==> config.mk <==
export PLATFORM = sky130hd
export DESIGN_NAME = wb_stage_flat
export DESIGN_NICKNAME = d
export VERILOG_FILES = /design/src/rtl/wb_stage_pkg.sv /design/src/rtl/wb_stage_if.sv /design/src/rtl/wb_retire_cnt.sv /design/src/rtl/wb_stage.sv /design/src/flat_wrapper.sv
export SDC_FILE = /design/constraint.sdc
export NUM_CORES = 1
export LEC_CHECK = 0
export ABC_CLOCK_PERIOD_IN_PS = 2100
export CAP_MARGIN = 20
export CORE_MARGIN = 2
export CORE_UTILIZATION = 53
export DETAILED_ROUTE_END_ITERATION = 10
export DONT_BUFFER_PORTS = 1
export PLACE_DENSITY = 0.75
export SKIP_CTS_REPAIR_TIMING = 1
export SYNTH_ARGS = -nofsm -noshare
export SYNTH_HDL_FRONTEND = slang
export SYNTH_HIERARCHICAL = 1
export SYNTH_SLANG_ARGS = --single-unit
==> constraint.sdc <==
create_clock -name clk -period 2.1 [get_ports clk]
set_clock_uncertainty 0.15 [all_clocks]
set_input_delay 0.315 -clock clk [delete_from_list [all_inputs] [get_ports clk]]
set_output_delay 0.315 -clock clk [all_outputs]
set_load 0.01 [all_outputs]
==> src/rtl/wb_stage_pkg.sv <==
// wb_stage_pkg: bus widths, state encodings and shared types for the WB stage.
`ifndef WB_DEFINES_V
`define WB_DEFINES_V
`define MEM_TO_WB_BUS_WIDTH 38
`define WB_TO_ID_BUS_WIDTH 39
`define WB_ST_RUN 2'd0
`define WB_ST_HALTED 2'd1
`define WB_ST_STEP 2'd2
`endif

package wb_stage_pkg;
  typedef enum logic [1:0] {
    ST_RUN    = `WB_ST_RUN,
    ST_HALTED = `WB_ST_HALTED,
    ST_STEP   = `WB_ST_STEP
  } wb_state_e;
  typedef struct packed {
    logic        rf_we;
    logic [4:0]  wb_reg;
    logic [31:0] wb_data;
  } wb_bus_t;
endpackage

==> src/rtl/wb_stage_if.sv <==
// wb_stage_if: MEM-to-WB valid/allow_in handshake and payload bus.
interface wb_stage_if;
  logic [`MEM_TO_WB_BUS_WIDTH-1:0] mem_to_wb_bus;
  logic                            mem_to_wb_valid;
  logic                            wb_allow_in;
  modport master(output mem_to_wb_bus, mem_to_wb_valid, input wb_allow_in);
  modport slave(input mem_to_wb_bus, mem_to_wb_valid, output wb_allow_in);
endinterface

==> src/rtl/wb_retire_cnt.sv <==
// wb_retire_cnt: 64-bit wrapping retired-instruction counter; exists only with WB_INSTRET_EN.
`ifdef WB_INSTRET_EN
module wb_retire_cnt (
  input  logic        clk,
  input  logic        rst,
  input  logic        inc,
  output logic [63:0] cnt
);
  logic [63:0] cnt_q, cnt_d;
  always_comb cnt_d = inc ? cnt_q + 64'd1 : cnt_q;
  always_ff @(posedge clk or posedge rst)
    if (rst) cnt_q <= '0;
    else cnt_q <= cnt_d;
  assign cnt = cnt_q;
endmodule
`endif

==> src/rtl/wb_stage.sv <==
// wb_stage: write-back pipeline stage with debug halt/step/resume control.
// Optional retired-instruction counter enabled by WB_INSTRET_EN.
module wb_stage
  import wb_stage_pkg::*;
(
  input  logic                           clk,
  input  logic                           rst,
  wb_stage_if.slave                      mem,
  input  logic                           halt_req,
  input  logic                           step_req,
  input  logic                           resume_req,
  output logic                           halted,
  output logic                           rf_we,
  output logic [4:0]                     rf_waddr,
  output logic [31:0]                    rf_wdata,
  output logic [`WB_TO_ID_BUS_WIDTH-1:0] wb_to_id_bus
`ifdef WB_INSTRET_EN
  ,
  output logic [63:0]                    instret
`endif
);
  wb_state_e state_q, state_d;
  logic      halted_q, halted_d;
  logic      wb_valid_q, wb_valid_d;
  wb_bus_t   wb_regs_q, wb_regs_d;
  logic      ready_go, retire, accept;
  assign ready_go = state_q != ST_HALTED;
  assign mem.wb_allow_in = !wb_valid_q || ready_go;
  assign retire = wb_valid_q && ready_go;
  assign accept = mem.wb_allow_in && mem.mem_to_wb_valid;
  always_comb begin
    wb_valid_d = mem.wb_allow_in ? mem.mem_to_wb_valid : wb_valid_q;
    wb_regs_d  = accept ? wb_bus_t'(mem.mem_to_wb_bus) : wb_regs_q;
    // resume beats step; a STEP cycle always falls back to HALTED
    state_d = state_q == ST_RUN    ? (halt_req ? ST_HALTED : ST_RUN) :
              state_q == ST_HALTED ? (resume_req ? ST_RUN : step_req ? ST_STEP : ST_HALTED) :
              ST_HALTED;
    halted_d = state_d == ST_HALTED;
  end
  always_ff @(posedge clk or posedge rst)
    if (rst) begin
      state_q    <= ST_RUN;
      halted_q   <= 1'b0;
      wb_valid_q <= 1'b0;
      wb_regs_q  <= '0;
    end else begin
      state_q    <= state_d;
      halted_q   <= halted_d;
      wb_valid_q <= wb_valid_d;
      wb_regs_q  <= wb_regs_d;
    end
  assign halted       = halted_q;
  assign rf_we        = retire && wb_regs_q.rf_we && (wb_regs_q.wb_reg != 5'd0);
  assign rf_waddr     = wb_regs_q.wb_reg;
  assign rf_wdata     = wb_regs_q.wb_data;
  assign wb_to_id_bus = {wb_valid_q, wb_regs_q};
`ifdef WB_INSTRET_EN
  wb_retire_cnt u_cnt (.clk(clk), .rst(rst), .inc(retire), .cnt(instret));
`endif
endmodule

==> src/flat_wrapper.sv <==
// flat-port wrapper written by rule: the top's interface ports become plain ports
module wb_stage_flat import wb_stage_pkg::*;
  (clk, rst, halt_req, step_req, resume_req, halted, rf_we, rf_waddr, rf_wdata, wb_to_id_bus, mem_mem_to_wb_bus, mem_mem_to_wb_valid, mem_wb_allow_in);
  wb_stage_if mem_i ();
  input  logic clk;
  input  logic rst;
  input  logic halt_req;
  input  logic step_req;
  input  logic resume_req;
  output logic halted;
  output logic rf_we;
  output logic [4:0] rf_waddr;
  output logic [31:0] rf_wdata;
  output logic [`WB_TO_ID_BUS_WIDTH-1:0] wb_to_id_bus;
  input wire logic [$bits(mem_i.mem_to_wb_bus)-1:0] mem_mem_to_wb_bus;
  input wire logic [$bits(mem_i.mem_to_wb_valid)-1:0] mem_mem_to_wb_valid;
  output wire logic [$bits(mem_i.wb_allow_in)-1:0] mem_wb_allow_in;
  assign mem_i.mem_to_wb_bus = mem_mem_to_wb_bus;
  assign mem_i.mem_to_wb_valid = mem_mem_to_wb_valid;
  assign mem_wb_allow_in = mem_i.wb_allow_in;
  wb_stage u_core (.clk(clk), .rst(rst), .mem(mem_i), .halt_req(halt_req), .step_req(step_req), .resume_req(resume_req), .halted(halted), .rf_we(rf_we), .rf_waddr(rf_waddr), .rf_wdata(rf_wdata), .wb_to_id_bus(wb_to_id_bus));
endmodule
==> implementation parameters, run 1 <==
Parameter                              Value

Worst setup path
  CP endpoint kind ... output port
  Category of the worst setup path launch point ... flip-flop
  Critical path arrival ... 1580 ps
  Start-to-end type of the worst setup path ... reg -> out
  Worst Path Max Fanout ... 5
  Required arrival time at the worst endpoint ... 1630 ps
  Worst reg2reg setup slack ... 610 ps

Die
  Core region area ... 4690 sq um
  Chip Height ... 73.8 um
  Standard-cell row count ... 25
  Horizontal die dimension ... 73.8 um
  # IOs ... 123
  Initial core utilization ... 55.0%
  Die ar. ... 5440 sq um

Global route
  Global-route wire length before repair ... 8.05 mm
  Via count of the first global-routing pass ... 1,692
  Maximum number of pins on one net before global-route repair ... 78
  Combined global-route utilization of all metal layers ... 18.8%
  Gr ovfl total ... 0
  Initial antenna violation count ... 0

Placed design
  Worst slack, placed ... 337 ps
  Placed cell area ... 2290 sq um
  Count of buffers from port buffering ... 0
  Detailed-placement wirelength estimate ... 3.18 mm
  Weighted congestion at the end of routability-driven global placement ... 0.652

Timing
  Final setup vio count ... 0
  Crit path time final ... 2050 ps
  Final period utilization ... 97.6%
  Final Slew Violations ... 0
  Final sum of negative setup slack ... 0 ps
  Maximum clock frequency ... 0.488 GHz
  Final number of hold-violating endpoints ... 0
  Unrepaired setup endpoints after global routing ... false
  Transition time at the pin with the least slew margin ... 340 ps
  Minimum setup slack in the final design ... 50.1 ps
  Worst rel slew slack ... 77.4%

Clock tree
  Clock tree from TritonCTS ... built
  TritonCTS Buffers ... 5
  Number of buffers on the longest clock path ... 2
  Root buffer selected by CTS ... clkbuf_8
  Count of clock tree sinks ... 42
  Clock latency on the worst-skew pair ... 290 ps
  Clock slew at reported path FFs ... 80 ps
  Number of H-tree branching levels ... 2

Detailed routing
  Number of DRC violations after detailed routing ... 0
  Total wire length ... 5.04 mm
  Number of optimization iterations in the first detailed-route pass ... 4
  Initial DRC Count ... 83
  Overall via count from detail_route ... 1,765
  Routed length per instance ... 18.0 um
  Detail-routed via count per cell ... 6.30
  Antenna-violating nets left ... 0

Power
  Share of power burned in combinational logic ... 19.3%
  Worst VDD drop ... 0.443 mV
  Clock network fraction of total power ... 22.0%
  Sequential Power Share ... 58.7%
  Design internal power ... 1.48 mW
  Leakage dissipation ... 0.928 nW
  Switching Fraction ... 38.7%
  Total power divided by cell area ... 996 nW/um^2
  P_sw ... 932 uW

Synth
  Count of synthesis-stage warnings from yosys ... 6
  Syn Std Cell Area ... 2580 sq um
  Mapped Cells ... 270
  Most frequently used cell type in the post-synthesis netlist ... dfrtp_1
  Post-Synth XOR/XNOR Area ... 0%
  Net count of the mapped netlist ... 314
  Distinct cell type count of the synthesized netlist ... 19
  Main combinational cell family by area after synthesis ... simple AND/OR/NAND/NOR gates
  Area share of the largest cell type after synthesis ... 40.8%
  Async SR Flop Fraction ... 100%
  Synth Area in Adders ... 0%
  Most used standard cells in the synthesized netlist ... 42 x dfrtp_1, 39 x buf_4, 39 x nand2b_1
  Cell taking the most area after synthesis ... dfrtp_1
  Prevailing post-synth register cell ... dfrtp_1
  Fraction of the mapped netlist area in compound gates ... 12.6%
  Synth Register Bits ... 42
  Dominant cells by area after synthesis ... dfrtp_1 41%, nand4b_1 13%, buf_4 11%, o211ai_1 10%, nand2b_1 9.5%
  Simple-Gate Fraction of Synth Area ... 29.5%
  Mean instance size in the synthesized netlist ... 9.55 sq um
  Fraction of synthesized area in multiplexers ... 0%
  Share of synthesized area occupied by flip-flops and latches ... 40.8%
  Number of enable flip-flop cells after synthesis ... 0

Layout
  Final antenna diode count ... 0
  Share of cells above drive strength 1 ... 9.73%
  Fin util ... 51.5%
  Final net count ... 269
  Layout overhead on the synthesized area ... -6.26%
  Final cell area excluding filler cells ... 2420 sq um

Status
  Outcome ... finished clean

Flow run
  Maxcap violations ... 0

Worst hold path
  Worst hold path class ... in -> reg
path summary, 6_finish.rpt:
check | start | to | cells after the start
setup / recovery | u_core/rf_waddr[0] | rf_we | 2
hold / removal | mem_mem_to_wb_bus[8] | u_core/rf_wdata[8] | 2
setup reg to reg | u_core/state_q[0] | u_core/rf_wdata[0] | 3
hold reg to reg | u_core/rf_waddr[3] | u_core/rf_waddr[3] | 2
max in group asynchronous | rst | u_core/rf_waddr[3] | 3
min in group asynchronous | rst | u_core/rf_wdata[31] | 3
cell usage in the layout (no fill, tap or decap):
| master | n |
|---|---|
| dlygate4sd3_1 | 3 |
| nand4b_1 | 38 |
| clkinv_2 | 1 |
| o211ai_1 | 36 |
| or4_4 | 1 |
| dfrtp_2 | 2 |
| clkbuf_1 | 1 |
| nand2b_1 | 39 |
| clkbuf_8 | 6 |
| inv_2 | 1 |
| inv_1 | 1 |
| o211ai_2 | 2 |
| buf_12 | 1 |
| nor2_1 | 1 |
| nor3b_1 | 1 |
| dfrtp_1 | 40 |
| o2111a_1 | 1 |
| buf_4 | 8 |
| a211o_1 | 2 |
| and3b_1 | 1 |
| or2_1 | 1 |
| nor2b_1 | 1 |
| nand2_1 | 38 |
worst max-delay path: stages, from the launching register on:
cell and delay (ps):
dfrtp_2 470, or4_4 540, o2111a_1 280
metal layers:
layer | vias up | track usage [%] | wire length (um)
li1 | 819 | - | -
met1 | 863 | 24.5 | 2220
met2 | 77 | 29.6 | 2380
met3 | 6 | 6.31 | 394
met4 | 0 | 6.06 | 41
met5 | - | 0 | 0
state kept, by name (all words and copies together), names as in the netlist:
register,flops
u_core/halted,1
u_core/wb_to_id_bus,1
u_core/state_q,2
u_core/rf_wdata,32
u_core/wb_valid_q,1
u_core/rf_waddr,5
cell families (layout without fill, tap and decap cells):
group                  after synthesis  count (layout)
AND/OR/NAND/NOR                    121             121
flip-flops                          42              42
AO/OA/AOI/OAI                       41              41
buffers and inverters               66              22
power by group through the flow:
| stage | registers [mW] | clock network, mW | logic, mW |
|---|---|---|---|
| after CTS | 1.41 | 0.553 | 0.464 |
| after floorplan | 1.26 | 0 | 0.764 |
| after detailed placement | 1.43 | 0 | 0.460 |
| final | 1.41 | 0.531 | 0.464 |
| after global placement | 1.42 | 0 | 0.449 |
| after global routing | 1.46 | 0.593 | 0.523 |
per-stage QoR:
| step | hold WS, ps | total power [mW] | cells |
|---|---|---|---|
| after detailed placement | 101 | 1.89 | 269 |
| final | 21.7 | 2.41 | 280 |
| after floorplan | 235 | 2.02 | 270 |
| after global placement | 101 | 1.87 | 269 |
| after global routing | 8.11 | 2.58 | 280 |
| after CTS | -218 | 2.43 | 277 |
area by class of cell:
| class | instances | area [sq um] |
|---|---|---|
| fillers | 444 | 2270 |
| multi-input cells | 162 | 1090 |
| flip-flops and latches | 42 | 1050 |
| repair buffers | 12 | 110 |
| clock buffers | 7 | 86.3 |
| well taps | 54 | 67.6 |
| inverters | 2 | 7.51 |
| clock inverters | 1 | 5.00 |
(Power assumes the default switching activity.)
==> run 2: changes to the inputs <==
--- a/config.mk
+++ b/config.mk
@@ -5,6 +5,7 @@
 export SDC_FILE = /design/constraint.sdc
 export NUM_CORES = 1
 export LEC_CHECK = 0
+export ABC_AREA = 1
 export ABC_CLOCK_PERIOD_IN_PS = 2100
 export CAP_MARGIN = 20
 export CORE_MARGIN = 2
==> implementation parameters, run 2 <==
Parameter                              Value

Detailed routing
  Number of DRC violations after detailed routing ... 0 (unchanged)
  Routed length per instance ... 15.5 um (was 18.0 um)
  Detail-routed via count per cell ... 5.38 (was 6.30)
  Antenna-violating nets left ... 0 (unchanged)
  Number of optimization iterations in the first detailed-route pass ... 4 (unchanged)
  Overall via count from detail_route ... 1,303 (was 1,765)
  Initial DRC Count ... 89 (was 83)
  Total wire length ... 3.75 mm (was 5.04 mm)

Worst setup path
  RR Startpoint ... u_core/wb_valid_q (was u_core/state_q[0])
  CP endpoint kind ... output port (unchanged)
  Worst R2R Path Depth ... 5 (was 3)
  Worst reg2reg setup slack ... 410 ps (was 610 ps)
  Start-to-end type of the worst setup path ... reg -> out (unchanged)
  Critical path arrival ... 1470 ps (was 1580 ps)
  Category of the worst setup path launch point ... flip-flop (unchanged)
  Reg-to-reg critical path endpoint ... u_core/rf_waddr[3] (was u_core/rf_wdata[0])
  Required arrival time at the worst endpoint ... 1630 ps (about the same)
  Worst Path Max Fanout ... 21 (was 5)

Global route
  Gr ovfl total ... 0 (unchanged)
  Maximum number of pins on one net before global-route repair ... 43 (was 78)
  Initial antenna violation count ... 0 (unchanged)
  Combined global-route utilization of all metal layers ... 18.5% (was 18.8%)
  Via count of the first global-routing pass ... 1,259 (was 1,692)
  Global-route wire length before repair ... 5.84 mm (was 8.05 mm)

Synth
  Mean instance size in the synthesized netlist ... 8.69 sq um (was 9.55 sq um)
  Prevailing post-synth register cell ... dfrtp_1 (unchanged)
  Most frequently used cell type in the post-synthesis netlist ... nand2_1 (was dfrtp_1)
  Dominant cells by area after synthesis ... dfrtp_1 53%, nand2_1 16%, buf_4 14%, nand3_1 9.6%, buf_2 2.3% (was dfrtp_1 41%, nand4b_1 13%, buf_4 11%, o211ai_1 10%, nand2b_1 9.5%)
  Async SR Flop Fraction ... 100% (unchanged)
  Area share of the largest cell type after synthesis ... 53.3% (was 40.8%)
  Mapped Cells ... 227 (was 270)
  Most used standard cells in the synthesized netlist ... 84 x nand2_1, 42 x dfrtp_1, 38 x buf_4, 38 x nand3_1, 9 x buf_2 (was 42 x dfrtp_1, 39 x buf_4, 39 x nand2b_1)
  Count of synthesis-stage warnings from yosys ... 6 (unchanged)
  Cell taking the most area after synthesis ... dfrtp_1 (unchanged)
  Number of enable flip-flop cells after synthesis ... 0 (unchanged)
  Distinct cell type count of the synthesized netlist ... 12 (was 19)
  Syn Std Cell Area ... 1970 sq um (was 2580 sq um)
  Synth Register Bits ... 42 (unchanged)
  Net count of the mapped netlist ... 271 (was 314)
  Share of synthesized area occupied by flip-flops and latches ... 53.3% (was 40.8%)

Power
  Share of power burned in combinational logic ... 13.7% (was 19.3%)
  P_sw ... 752 uW (was 932 uW)
  Total power divided by cell area ... 1150 nW/um^2 (was 996 nW/um^2)
  Sequential Power Share ... 59.0% (was 58.7%)
  Worst VDD drop ... 0.540 mV (was 0.443 mV)
  Leakage dissipation ... 0.999 nW (was 0.928 nW)
  Switching Fraction ... 34.8% (was 38.7%)
  Clock network fraction of total power ... 27.3% (was 22.0%)
  Design internal power ... 1.41 mW (was 1.48 mW)

Status
  Outcome ... finished with violations (was finished clean)
  Violated checks ... hold timing

Clock tree
  Root buffer selected by CTS ... clkbuf_8 (unchanged)
  Clock tree from TritonCTS ... built (unchanged)
  TritonCTS Buffers ... 5 (unchanged)
  Count of clock tree sinks ... 42 (unchanged)
  Clock slew at reported path FFs ... 70 ps (was 80 ps)
  Clock latency on the worst-skew pair ... 290 ps (about the same)
  Number of buffers on the longest clock path ... 2 (unchanged)
  Number of H-tree branching levels ... 2 (unchanged)

Layout
  Most frequent cells in the layout ... 84 x nand2_1, 42 x dfrtp_1, 38 x nand3_1 (was 40 x dfrtp_1, 39 x nand2b_1, 38 x nand2_1, 38 x nand4b_1, 36 x o211ai_1)
  Number of non-filler instances in the completed layout ... 242 (was 280)
  Share of cells above drive strength 1 ... 6.70% (was 9.73%)
  Flip-flop count of the largest register after layout ... 32 (unchanged)
  Most common library cell in the layout ignoring fill and taps ... nand2_1 (was dfrtp_1)
  Final antenna diode count ... 0 (unchanged)
  Layout overhead on the synthesized area ... -4.63% (was -6.26%)
  Filler cell count ... 350 (was 444)
  Final net count ... 237 (was 269)

Timing
  Crit path time final ... 1940 ps (was 2050 ps)
  Transition time at the pin with the least slew margin ... 875 ps (was 340 ps)
  Final Slew Violations ... 0 (unchanged)
  Maximum clock frequency ... 0.516 GHz (was 0.488 GHz)
  Worst rel slew slack ... 41.6% (was 77.4%)
  Unrepaired setup endpoints after global routing ... false (unchanged)
  Final period utilization ... 92.2% (was 97.6%)
  Minimum setup slack in the final design ... 163 ps (was 50.1 ps)
  Final setup vio count ... 0 (unchanged)
  Final sum of negative setup slack ... 0 ps (unchanged)
  Final number of hold-violating endpoints ... 1 (was 0)
  Tightest hold margin ... -10.4 ps (was 21.7 ps)

Placed design
  Count of buffers from port buffering ... 0 (unchanged)
  Weighted congestion at the end of routability-driven global placement ... 0.634 (was 0.652)
  Worst slack, placed ... 401 ps (was 337 ps)
  Detailed-placement wirelength estimate ... 2.37 mm (was 3.18 mm)
  Placed cell count ... 228 (was 269)

Worst hold path
  Worst hold start ... step_req (was mem_mem_to_wb_bus[8])
  Hold path endpoint ... u_core/state_q[1] (was u_core/rf_wdata[8])
  Number of instances on the worst hold path ... 2 (unchanged)
  Worst hold path class ... in -> reg (unchanged)

Die
  Chip Height ... 65.0 um (was 73.8 um)
  Standard-cell row count ... 22 (was 25)
  Core region area ... 3610 sq um (was 4690 sq um)
  Die ar. ... 4230 sq um (was 5440 sq um)
  Horizontal die dimension ... 65.0 um (was 73.8 um)
  Initial core utilization ... 54.7% (was 55.0%)
  # IOs ... 123 (unchanged)

Flow run
  Maxcap violations ... 0 (unchanged)
==> run 2: cell types whose count changed after synthesis, sizes merged, moves of 2 or more <==
cell    change
nand2      +46
nand3      +39
nand4b     -38
nand2b     -39
inv         +2
nor2        +5
clkbuf     -15
o211ai     -38
a211o       -2
==> run 2: worst max-delay path by stage <==
stage	from	to	slack, ps	depth (start not counted)
after global routing	u_core/wb_valid_q	mem_wb_allow_in	50	2
after detailed placement	u_core/wb_valid_q	u_core/rf_wdata[12]	400	5
final	u_core/wb_valid_q	mem_wb_allow_in	160	2
after floorplan	rst	u_core/halted	660	1
after global placement	u_core/wb_valid_q	u_core/rf_wdata[0]	450	5
after CTS	u_core/wb_valid_q	mem_wb_allow_in	140	2
==> run 2: logic make-up (layout without fill, tap and decap cells) <==
logic type	after synthesis	in the layout	share of synthesized area, %
and+or+nand+nor	130	130	27.6
buffers and inverters	54	21	18.8
DFF	42	42	53.3
AOI/OAI and AO/OA	1	1	0.253
==> run 2: through the flow <==
step / area [sq um] / power (mW) / util (%)
CTS: 1820 / 2.19 / 50.5
finish: 1880 / 2.16 / 52.2
global placement: 1710 / 1.57 / 47.5
detailed placement: 1710 / 1.59 / 47.5
global route: 1880 / 2.31 / 52.2
floorplan: 1970 / 1.71 / -
==> run 2: power groups by stage <==
stage / registers [mW] / logic, mW / clock network [mW]
6_report: 1.28 / 0.296 / 0.590
5_1_grt: 1.31 / 0.349 / 0.649
4_1_cts: 1.28 / 0.292 / 0.617
3_5_place_dp: 1.29 / 0.294 / 0
3_3_place_gp: 1.29 / 0.280 / 0
2_1_floorplan: 1.17 / 0.539 / 0
==> run 2: worst max-delay path, cell delays in order (launching register included) <==
cell and delay [ps]:
dfrtp_1 450, nand3_2 400, buf_12 320
==> run 2: area by class of cell <==
cell class	instances	area [sq um]	share of cell area, %
well taps	48	60.1	3.19
repair buffers	9	95.1	5.05
multi-input cells	131	551	29.3
clock buffers	8	110	5.85
inverters	4	15.0	0.798
flip-flops and latches	42	1050	55.9
==> run 2: layer usage <==
metal  routed length (um)  share of wire, %  track usage, %
met1                 1500                40            21.6
met2                 1790                48            29.3
met3                  385                10            7.64
met4                   66               1.8            9.38
met5                    0                 0               0
